$ cat src/rtl/chip_frame_decoder.sv
// Serial frame decoder: synchronizes a chip_clk/chip_rst/chip_data_in bus into clk,
// samples on chip_clk falling edges and writes 11-bit frames into an 8x8 register file.
module chip_frame_decoder (
  input  logic       clk,
  input  logic       rst,
  input  logic       chip_clk,
  input  logic       chip_rst,
  input  logic       chip_data_in,
  input  logic [2:0] rd_addr,
  output logic [7:0] rd_data,
  output logic       frame_valid,
  output logic [2:0] frame_addr,
  output logic [7:0] frame_level,
  output logic       frame_abort,
  output logic [7:0] dac_written,
  output logic [15:0] frame_count,
  output logic [7:0] abort_count,
  output logic       chip_in_reset,
  output logic [1:0] dbg_state
);

  typedef enum logic [1:0] {
    IDLE   = 2'd0,
    HUNT   = 2'd1,
    SHIFT  = 2'd2,
    COMMIT = 2'd3
  } state_t;

  state_t state, state_next;

  logic [1:0]  clk_sync;
  logic [1:0]  rst_sync;
  logic [1:0]  data_sync;
  logic        clk_prev;
  logic        sample;
  logic        s_rst_n;
  logic        s_data;

  logic [10:0] shift_reg;
  logic [3:0]  bit_cnt;
  logic [10:0] frame_word;
  logic [7:0]  rf [0:7];
  logic [15:0] frame_count_q;
  logic [7:0]  abort_count_q;

  logic        chip_reset_evt;
  logic        abort_evt;
  logic        start_evt;
  logic        shift_evt;
  logic        commit_evt;

  // Two-flop synchronizers; chip_clk is only ever treated as data.
  always_ff @(posedge clk) begin
    if (!rst) begin
      clk_sync  <= 2'b00;
      rst_sync  <= 2'b00;
      data_sync <= 2'b00;
      clk_prev  <= 1'b0;
    end else begin
      clk_sync  <= {clk_sync[0], chip_clk};
      rst_sync  <= {rst_sync[0], chip_rst};
      data_sync <= {data_sync[0], chip_data_in};
      clk_prev  <= clk_sync[1];
    end
  end

  assign sample  = clk_prev & ~clk_sync[1];
  assign s_rst_n = rst_sync[1];
  assign s_data  = data_sync[1];

  // The 11th bit is still in flight on the commit event, so the frame is assembled
  // from the live sample plus the upper ten bits already shifted in.
  assign frame_word = {s_data, shift_reg[10:1]};

  always_ff @(posedge clk) begin
    if (!rst) begin
      state <= IDLE;
    end else begin
      state <= state_next;
    end
  end

  always_comb begin
    state_next     = state;
    chip_reset_evt = sample & ~s_rst_n;
    abort_evt      = 1'b0;
    start_evt      = 1'b0;
    shift_evt      = 1'b0;
    commit_evt     = 1'b0;
    if (chip_reset_evt) begin
      state_next = IDLE;
      abort_evt  = (state == SHIFT);
    end else begin
      case (state)
        IDLE: begin
          if (sample && s_rst_n && s_data) state_next = HUNT;
        end
        HUNT: begin
          if (sample && s_rst_n && !s_data) begin
            start_evt  = 1'b1;
            state_next = SHIFT;
          end
        end
        SHIFT: begin
          if (sample && s_rst_n) begin
            shift_evt = 1'b1;
            if (bit_cnt == 4'd10) begin
              commit_evt = 1'b1;
              state_next = COMMIT;
            end
          end
        end
        COMMIT: begin
          state_next = HUNT;
        end
        default: state_next = IDLE;
      endcase
    end
  end

  always_ff @(posedge clk) begin
    if (!rst) begin
      shift_reg <= 11'd0;
      bit_cnt   <= 4'd0;
    end else if (start_evt) begin
      bit_cnt <= 4'd0;
    end else if (shift_evt) begin
      shift_reg <= frame_word;
      bit_cnt   <= bit_cnt + 4'd1;
    end
  end

  // Frame results land on the edge into COMMIT, so during the COMMIT cycle
  // frame_valid, frame_addr/level and the register file agree with each other.
  // frame_valid and frame_abort are single-cycle strobes with no ready/backpressure:
  // a consumer must take them in the cycle they are high.
  always_ff @(posedge clk) begin
    if (!rst) begin
      for (int i = 0; i < 8; i++) rf[i] <= 8'h00;
      dac_written <= 8'h00;
    end else if (chip_reset_evt) begin
      for (int i = 0; i < 8; i++) rf[i] <= 8'h00;
      dac_written <= 8'h00;
    end else if (commit_evt) begin
      rf[frame_word[2:0]]          <= frame_word[10:3];
      dac_written[frame_word[2:0]] <= 1'b1;
    end
  end

  always_ff @(posedge clk) begin
    if (!rst) begin
      frame_valid   <= 1'b0;
      frame_abort   <= 1'b0;
      frame_addr    <= 3'd0;
      frame_level   <= 8'h00;
      frame_count_q <= 16'h0000;
      abort_count_q <= 8'h00;
      chip_in_reset <= 1'b1;
      rd_data       <= 8'h00;
    end else begin
      frame_valid <= commit_evt;
      frame_abort <= abort_evt;
      rd_data     <= rf[rd_addr];
      if (sample) chip_in_reset <= ~s_rst_n;
      if (commit_evt) begin
        frame_addr  <= frame_word[2:0];
        frame_level <= frame_word[10:3];
        if (frame_count_q != 16'hFFFF) frame_count_q <= frame_count_q + 16'd1;
      end
      if (abort_evt && abort_count_q != 8'hFF) abort_count_q <= abort_count_q + 8'd1;
    end
  end

  assign frame_count = frame_count_q;
  assign abort_count = abort_count_q;
  assign dbg_state   = state;

endmodule
$ cat config.mk
export PLATFORM = sky130hd
export DESIGN_NAME = chip_frame_decoder
export DESIGN_NICKNAME = d
export VERILOG_FILES = /design/src/rtl/chip_frame_decoder.sv
export SDC_FILE = /design/constraint.sdc
export NUM_CORES = 1
export LEC_CHECK = 0
export BUFFER_PORTS_ARGS = -buffer_cell sky130_fd_sc_hd__clkbuf_2
export CAP_MARGIN = 25
export CORE_MARGIN = 3
export CORE_UTILIZATION = 24
export CTS_BUF_LIST = sky130_fd_sc_hd__clkbuf_16
export CTS_CLUSTER_SIZE = 8
export DETAILED_ROUTE_END_ITERATION = 10
export PLACE_DENSITY_LB_ADDON = 0.2
export SLEW_MARGIN = 20
export SYNTH_ARGS = -nofsm -noshare
export SYNTH_HDL_FRONTEND = slang
export SYNTH_SLANG_ARGS = --single-unit
$ cat constraint.sdc
create_clock -name clk -period 3.6 [get_ports clk]
set_input_delay 0.54 -clock clk [delete_from_list [all_inputs] [get_ports clk]]
set_output_delay 0.54 -clock clk [all_outputs]
set_load 0.1 [all_outputs]
* After elaboration in Yosys (flattened, before gate mapping)
Memories as Yosys holds them, arrays and structs flattened. A register that Yosys moved wholly into a read port is not among the register bits.
Cells that the tools add are included.
** Word-level totals
- Register bits :: 70
- RAM bits :: 64
- Word-level logic and storage cells :: 97
- Memories kept :: 1
** Cells by class
- Add/sub/neg operators :: 3
- Order comparisons :: 2
- Equal/unequal tests :: 10
- Mux-type cells :: 37
- Bitwise gates (word level) :: 15
- Reduce and logical (&&, ||, !) cells :: 14
** Memories
- rf :: words 8, width 8, rd ports 1, clocked after memory_dff 1, write ports 8, RTL line 42 : logic [7:0] rf [0:7];
** Operators with widths (number)
- 2-to-1 mux 8 bit :: 9
- 2-to-1 mux 1 bit :: 21
- adder 16 x 1 -> 16 bit (second input constant) :: 1
- != test 16 bit (second input constant) :: 1
- adder 8 x 1 -> 8 bit (second input constant) :: 1
- 2-to-1 mux 2 bit :: 4
- != test 8 bit (second input constant) :: 1
- OR 1 bit :: 8
- OR 8 bit :: 1
- one-hot mux 2 bit (4 select lines) :: 1
- OR reduction 8 bit :: 1
- logical AND 1 bit :: 5
- adder 4 x 1 -> 4 bit (second input constant) :: 1
- == test 2 bit (second input constant) :: 2
- == test 4 bit (second input constant) :: 1
- less-than comparator 3 x 4 -> 1 bit (second input constant) :: 1
- != test 2 x 1 -> 1 bit (second input constant) :: 2
- != test 2 bit (second input constant) :: 2
- inverter 1 bit :: 4
- AND reduction 2 bit :: 2
- AND reduction 4 bit :: 1
- OR reduction 2 bit :: 2
- demux 1 bit (select 3 bit) :: 1
- >= comparator 3 x 1 -> 1 bit (second input constant) :: 1
- 5 further kinds :: 7

* Logic depth before layout (Yosys ltp)
Gate-level depths: netlist (run 1).
- Word-level depth :: 12
- Mapped depth :: 8

* Worst setup path after synthesis (run 1)
Ideal clock, no wire load.
- Kind :: register to register
- Start :: register state[1] (netlist: dbg_state[1])
- End :: memory rf[5][0] (enable)
- Setup time :: 0.384 ns
- Arrival time :: 2.554 ns
- Data required time :: 3.216 ns
- Path slack :: 0.662 ns
- Stages on the path, launching flop included :: 6
- Period minus slack after synthesis :: 2.938 ns
- Cells stage by stage :: dfxtp_1 -> ha_1 -> and4b_1 -> buf_2 -> nand3_1 -> o21ai_0
** RTL lines
- from (decl) :: RTL line 29 : state_t state, state_next;
- from (signal assigned) :: RTL line 79 : state <= state_next;
- to (decl) :: RTL line 42

==> results of run 1 <==
## per-layer routing
layer  GRT usage  vias up  routed length [um]
met5           0        -                   0
met1       0.146     1970                6830
met4      0.0427        0                 227
met2       0.204       76                7660
li1            -     2015                   -
met3      0.0315       17                 572
## how the worst max path moves through the flow
stage / slack (ps) / from / to / cells past startpoint
final: 1060 / dbg_state[0]$_SDFFE_PP0P_ / rf[1][0]$_SDFFCE_PN0P_ / 7
after detailed placement: 1040 / dbg_state[0]$_SDFFE_PP0P_ / rf[1][1]$_SDFFCE_PN0P_ / 7
after floorplan: 660 / dbg_state[1]$_SDFFE_PP0P_ / rf[5][0]$_SDFFCE_PN0P_ / 5
after global routing: 860 / dbg_state[0]$_SDFFE_PP0P_ / rf[1][7]$_SDFFCE_PN0P_ / 7
after global placement: 1120 / dbg_state[0]$_SDFFE_PP0P_ / rf[3][1]$_SDFFCE_PN0P_ / 7
after CTS: 1020 / dbg_state[0]$_SDFFE_PP0P_ / rf[1][7]$_SDFFCE_PN0P_ / 7
## stage by stage
step / area, um^2 / instances
2_1_floorplan: 5990 / 526
3_3_place_gp: 6650 / 888
3_5_place_dp: 6660 / 889
4_1_cts: 7280 / 921
5_1_grt: 7280 / 921
6_report: 7280 / 921
## synthesized netlist by cell type, types with 3 or more instances
library cell / number
o21a_1: 8
o2111ai_1: 3
a21oi_1: 26
xor2_1: 7
edfxtp_1: 64
nor2_1: 42
ha_1: 7
nor4_1: 5
o21ai_0: 13
nand4_1: 10
clkbuf_1: 26
o41ai_1: 5
and2_1: 67
nand2_1: 38
a211oi_1: 3
dfxtp_1: 77
nand2b_1: 11
mux2i_1: 19
buf_2: 4
nor3_1: 14
nand3_1: 7
nand3b_1: 3
inv_1: 8
or4_1: 6
buf_1: 3
and3_1: 4
o31ai_1: 5
o311ai_0: 3
or3_1: 5
mux4_2: 16
## power by group
part           switching (mW)  internal, mW  leakage [nW]
Combinational           0.109        0.0440          1.08
Clock                   0.678          1.15         0.313
Sequential             0.0127          1.70          1.31
## cell usage in the layout (no fill, tap or decap), types with 4 or more instances in the layout
cell,count
inv_1,8
nor3_1,14
o21a_1,8
clkbuf_2,63
mux2i_1,19
o31ai_1,5
a21oi_1,26
nor2_1,42
xor2_1,7
nand4_1,10
nand3_1,7
or4_1,6
clkbuf_16,22
dfxtp_1,77
nor4_1,4
or3_1,5
nand2b_1,11
o41ai_1,5
nand2_1,38
and3_1,4
clkinv_1,4
edfxtp_1,64
and2_1,67
ha_1,7
o21ai_0,13
buf_4,9
mux4_2,16
## layout make-up
cell class,instances,share of cell area
repair buffers,72,0.0526
clock inverters,10,0.0103
multi-input cells,342,0.325
well taps,324,0.0557
flip-flops and latches,141,0.475
inverters,10,0.00515
clock buffers,22,0.0756
## critical path: stages, from the launching register on
cell,delay (ps)
dfxtp_1,340
inv_1,100
ha_1,240
and4b_1,420
nand2_1,90
buf_4,230
nor3_1,310
nand2b_1,450
## cell families after synthesis
family	Yosys count	share of synthesized area
and+or+nand+nor	222	0.201
DFF	141	0.578
AOI/OAI and AO/OA	69	0.0729
buffers and inverters	43	0.0278
muxes	36	0.0937
xor gates and xnor gates	8	0.0117
adders and majority gates	7	0.0146
==> results_dict.tcl, run 1 <==
set metrics [dict create \
    grt_pass1_wl_mm 24.0 \
    cts_buffers 17 \
    max_freq_mhz 394 \
    worstHoldStart "chip_clk" \
    setup_viol 0 \
    finalHoldViolations 0 \
    fill_cells 2495 \
    critical_path_arrival_ps 2600 \
    tightestPinTransition_ps 880 \
    r2r_cells 7 \
    status "finished clean" \
    grt_usage 0.120 \
    yosysSeqAreaShare 0.578 \
    final.setup_skew_ps 8.80 \
    min_to "clk_sync[0]$_SDFF_PN0_" \
    drive_above_1_share 0.208 \
    diodes 0 \
    synth_largest_area_cell "edfxtp_1" \
    setup.worst_path.start_class "flop" \
    fin_nets 599 \
    cts_resized 0 \
    cp_max_fo 25 \
    dp_hpwl_mm 10.7 \
    design.portCount 64 \
    antenna_found_initial 0 \
    grt_overflow 0 \
    post-cts-setup-buffers 0 \
    worstSetupPathType "flop to flop" \
    routedWlPerCell_um 16.6 \
    finalMaxSlewViolations 0 \
    synth_top_area_frac 0.321 \
    r2r_end "rf[1][0]$_SDFFCE_PN0P_" \
    core_area_um2 24500 \
    worstPathRequired_ps 3660 \
    synth-seq-cells 141 \
    clockBufferDepth 2 \
    cap_viol_max_count 0 \
    synth_ff_type "dfxtp_1" \
    vias_per_cell 4.43 \
    synth_nets 541 \
    ant_nets 0 \
    hold_ws_ps 322 \
    yosys_warnings 0 \
    synth_edf_count 64 \
    cts_root_buf "clkbuf_16" \
    synth_cell_types 45 \
    grt_pass1_vias 4218 \
    seqCellArea_um2 3460 \
    synth_async_sr_flop_share 0 \
    die_w_um 164 \
    hold_class "input pin to flop" \
    postSynthAreaPerCell_um2 11.4 \
    clock_sinks 141 \
    buffer_ports.inserted 63 \
    end_kind "flop" \
    synth.area.top_cells "edfxtp_1 32%, dfxtp_1 26%, and2_1 7.0%" \
    vdd_drop_max_mv 0.221 \
    setup_ws_ps 1060 \
    clk_pin_slew_ps 60 \
    fin_util 0.298 \
    rsz0062_at_grt "no" \
    r2r_start "dbg_state[0]$_SDFFE_PP0P_" \
    worst_slew_margin_rel 0.409 \
    power_density_nw_per_um2 507 \
    p_leak_nw 2.70 \
    rows 57 \
    netlist_area_um2 5990 \
    initial_core_util 0.245 \
    r2r_setup_slack_ps 1060 \
    period_needed_ps 2540 \
    tns_ps 0 \
    routed_wl_mm 15.3 \
    htree_levels 4 \
    largest_register_ffs 64 \
    dr_total_vias 4078 \
    grt_max_degree 51 \
    hold_depth 2 \
    gp_congestion 0.780 \
    area_growth_pct 21.5 \
    synthCells 526 \
    dp_worst_setup_slack_ps 1040 \
    hold_buffers 0 \
    drc 0 \
    total_power_mw 3.69 \
    dr.pass1.iters 4 \
    multi_input_area_um2 2370 \
    drtIter0Drc 219 \
    period_share 0.705 \
    die_y_um 164 \
    tritoncts "done" \
    clock_latency_ps 420 \
    die_area_um2 26900 \
]
Power figures use the tool's default switching activity.
==> inputs of run 2 (changes only) <==
- clock period: 3.6 -> 2.5 ns (I/O delays scaled with it)
==> run 2 against run 1 <==
  * Sequential cell count unchanged
  * Combinational power grew 50%
  * Count of clock-buffer cells in the layout down 3
  * Global-route usage grew 0.37 points
  * Non-clock buffer count up 23
  * Maximum frequency increased by 11%
  * Critical path depth decreased by 1
  * Final cell count rose by 2.5%
  * First-iteration DRC count increased by 3.2%
  * Die area unchanged
  * Critical path type unchanged
==> results_dict.tcl, run 2 (synthesis gave the netlist of run 1 again) <==
set metrics [dict create \
    vdd_drop_max_mv 0.341 \
    fin_nets 622 \
    dp_hpwl_mm 11.1 \
    tns_ps 0 \
    cts_resized 0 \
    tritoncts "done" \
    dr_total_vias 4253 \
    max_freq_mhz 437 \
    tightestPinTransition_ps 666 \
    routed_wl_mm 15.7 \
    vias_per_cell 4.51 \
    ant_nets 0 \
    fin_util 0.304 \
    post-cts-setup-buffers 0 \
    setup.worst_path.start_class "flop" \
    area_growth_pct 24.1 \
    clock_sinks 141 \
    end_kind "flop" \
    finalHoldViolations 0 \
    diodes 0 \
    period_share 0.915 \
    worstPathRequired_ps 2850 \
    clock_latency_ps 420 \
    dr.pass1.iters 4 \
    hold_class "input pin to flop" \
    core_area_um2 24500 \
    grt_max_degree 31 \
    grt_usage 0.123 \
    initial_core_util 0.245 \
    die_area_um2 26900 \
    cts_root_buf "clkbuf_16" \
    drc 0 \
    clockBufferDepth 2 \
    final.setup_skew_ps 9.94 \
    largest_register_ffs 64 \
    grt_overflow 0 \
    hold_ws_ps 166 \
    drive_above_1_share 0.245 \
    period_needed_ps 2290 \
    cts_buffers 17 \
    die_w_um 164 \
    design.portCount 64 \
    finalNonFillerCells 944 \
    critical_path_arrival_ps 2640 \
    buffer_ports.inserted 63 \
    p_leak_nw 2.80 \
    finalMaxSlewViolations 0 \
    grt_pass1_vias 4299 \
    htree_levels 4 \
    setup_viol 0 \
    gp_congestion 0.809 \
    cp_max_fo 8 \
    grt_pass1_wl_mm 24.8 \
    layout_commonest_cell "dfxtp_1" \
    final_cell_mix "69 x dfxtp_1, 67 x and2_1, 64 x edfxtp_1" \
    hold_buffers 0 \
    antenna_found_initial 0 \
    worst_slew_margin_rel 0.555 \
    cap_viol_max_count 0 \
    worstSetupPathType "flop to flop" \
    routedWlPerCell_um 16.6 \
    status "finished clean" \
    placed_cells 912 \
    die_y_um 164 \
    drtIter0Drc 226 \
    clk_pin_slew_ps 60 \
    rsz0062_at_grt "no" \
    power_density_nw_per_um2 703 \
    rows 57 \
]
==> run 2: cell count changes in the layout (fill, tap and decap cells not counted) <==
cell / change
o21ai_1: +3
dfxtp_1: -8
inv_1: +2
dfxtp_2: +8
inv_2: -3
buf_4: +23
bufinv_16: +1
o21ai_0: -3
clkinvlp_4: +2
clkinv_1: +1
clkbuf_16: -3
==> run 2: area by class of cell <==
class / count / area [um^2]
fillers: 2526 / 17000
flip-flops and latches: 141 / 3470
multi-input cells: 342 / 2370
repair buffers: 95 / 556
clock buffers: 19 / 475
well taps: 324 / 405
clock inverters: 13 / 120
inverters: 10 / 37.5
==> run 2: worst paths after layout <==
| check | to | depth (start not counted) | slack, ps | start |
|---|---|---|---|---|
| worst max register to register | frame_count[14]$_SDFFE_PN0P_ | 6 | 210 | dbg_state[0]$_SDFFE_PP0P_ |
| worst min register to register | data_sync[1]$_SDFF_PN0_ | 1 | 440 | data_sync[0]$_SDFF_PN0_ |
| worst max-delay path | frame_count[14]$_SDFFE_PN0P_ | 6 | 210 | dbg_state[0]$_SDFFE_PP0P_ |
| worst min-delay path | clk_sync[0]$_SDFF_PN0_ | 2 | 170 | chip_clk |
==> run 2: worst max-delay path, stage by stage, from the launching register on <==
cell and delay, ps:
dfxtp_2 330, inv_1 80, ha_1 250, nand4b_2 220, or4_1 680, or4_1 510, a21oi_1 150
==> run 2: power by group <==
group	internal [mW]	switching, mW
sequential	2.45	0.0166
clock	1.57	0.965
combinational	0.0693	0.160
total	4.09	1.14
==> run 2: stage by stage <==
stage,power (mW),setup slack [ps],area [um^2]
3_5_place_dp,2.76,224,6840
4_1_cts,5.31,206,7440
5_1_grt,5.43,75.1,7440
3_3_place_gp,2.75,309,6840
6_report,5.23,212,7440
2_1_floorplan,2.68,12.1,6000
==> run 2: routing by layer <==
metal,part of all wire,global-route usage,wire (um),up-vias
met2,0.51,0.210,8070,68
li1,-,-,-,2062
met5,0,0,0,-
met3,0.032,0.0325,503,7
met4,0.0048,0.0334,75,0
met1,0.45,0.155,7040,2116
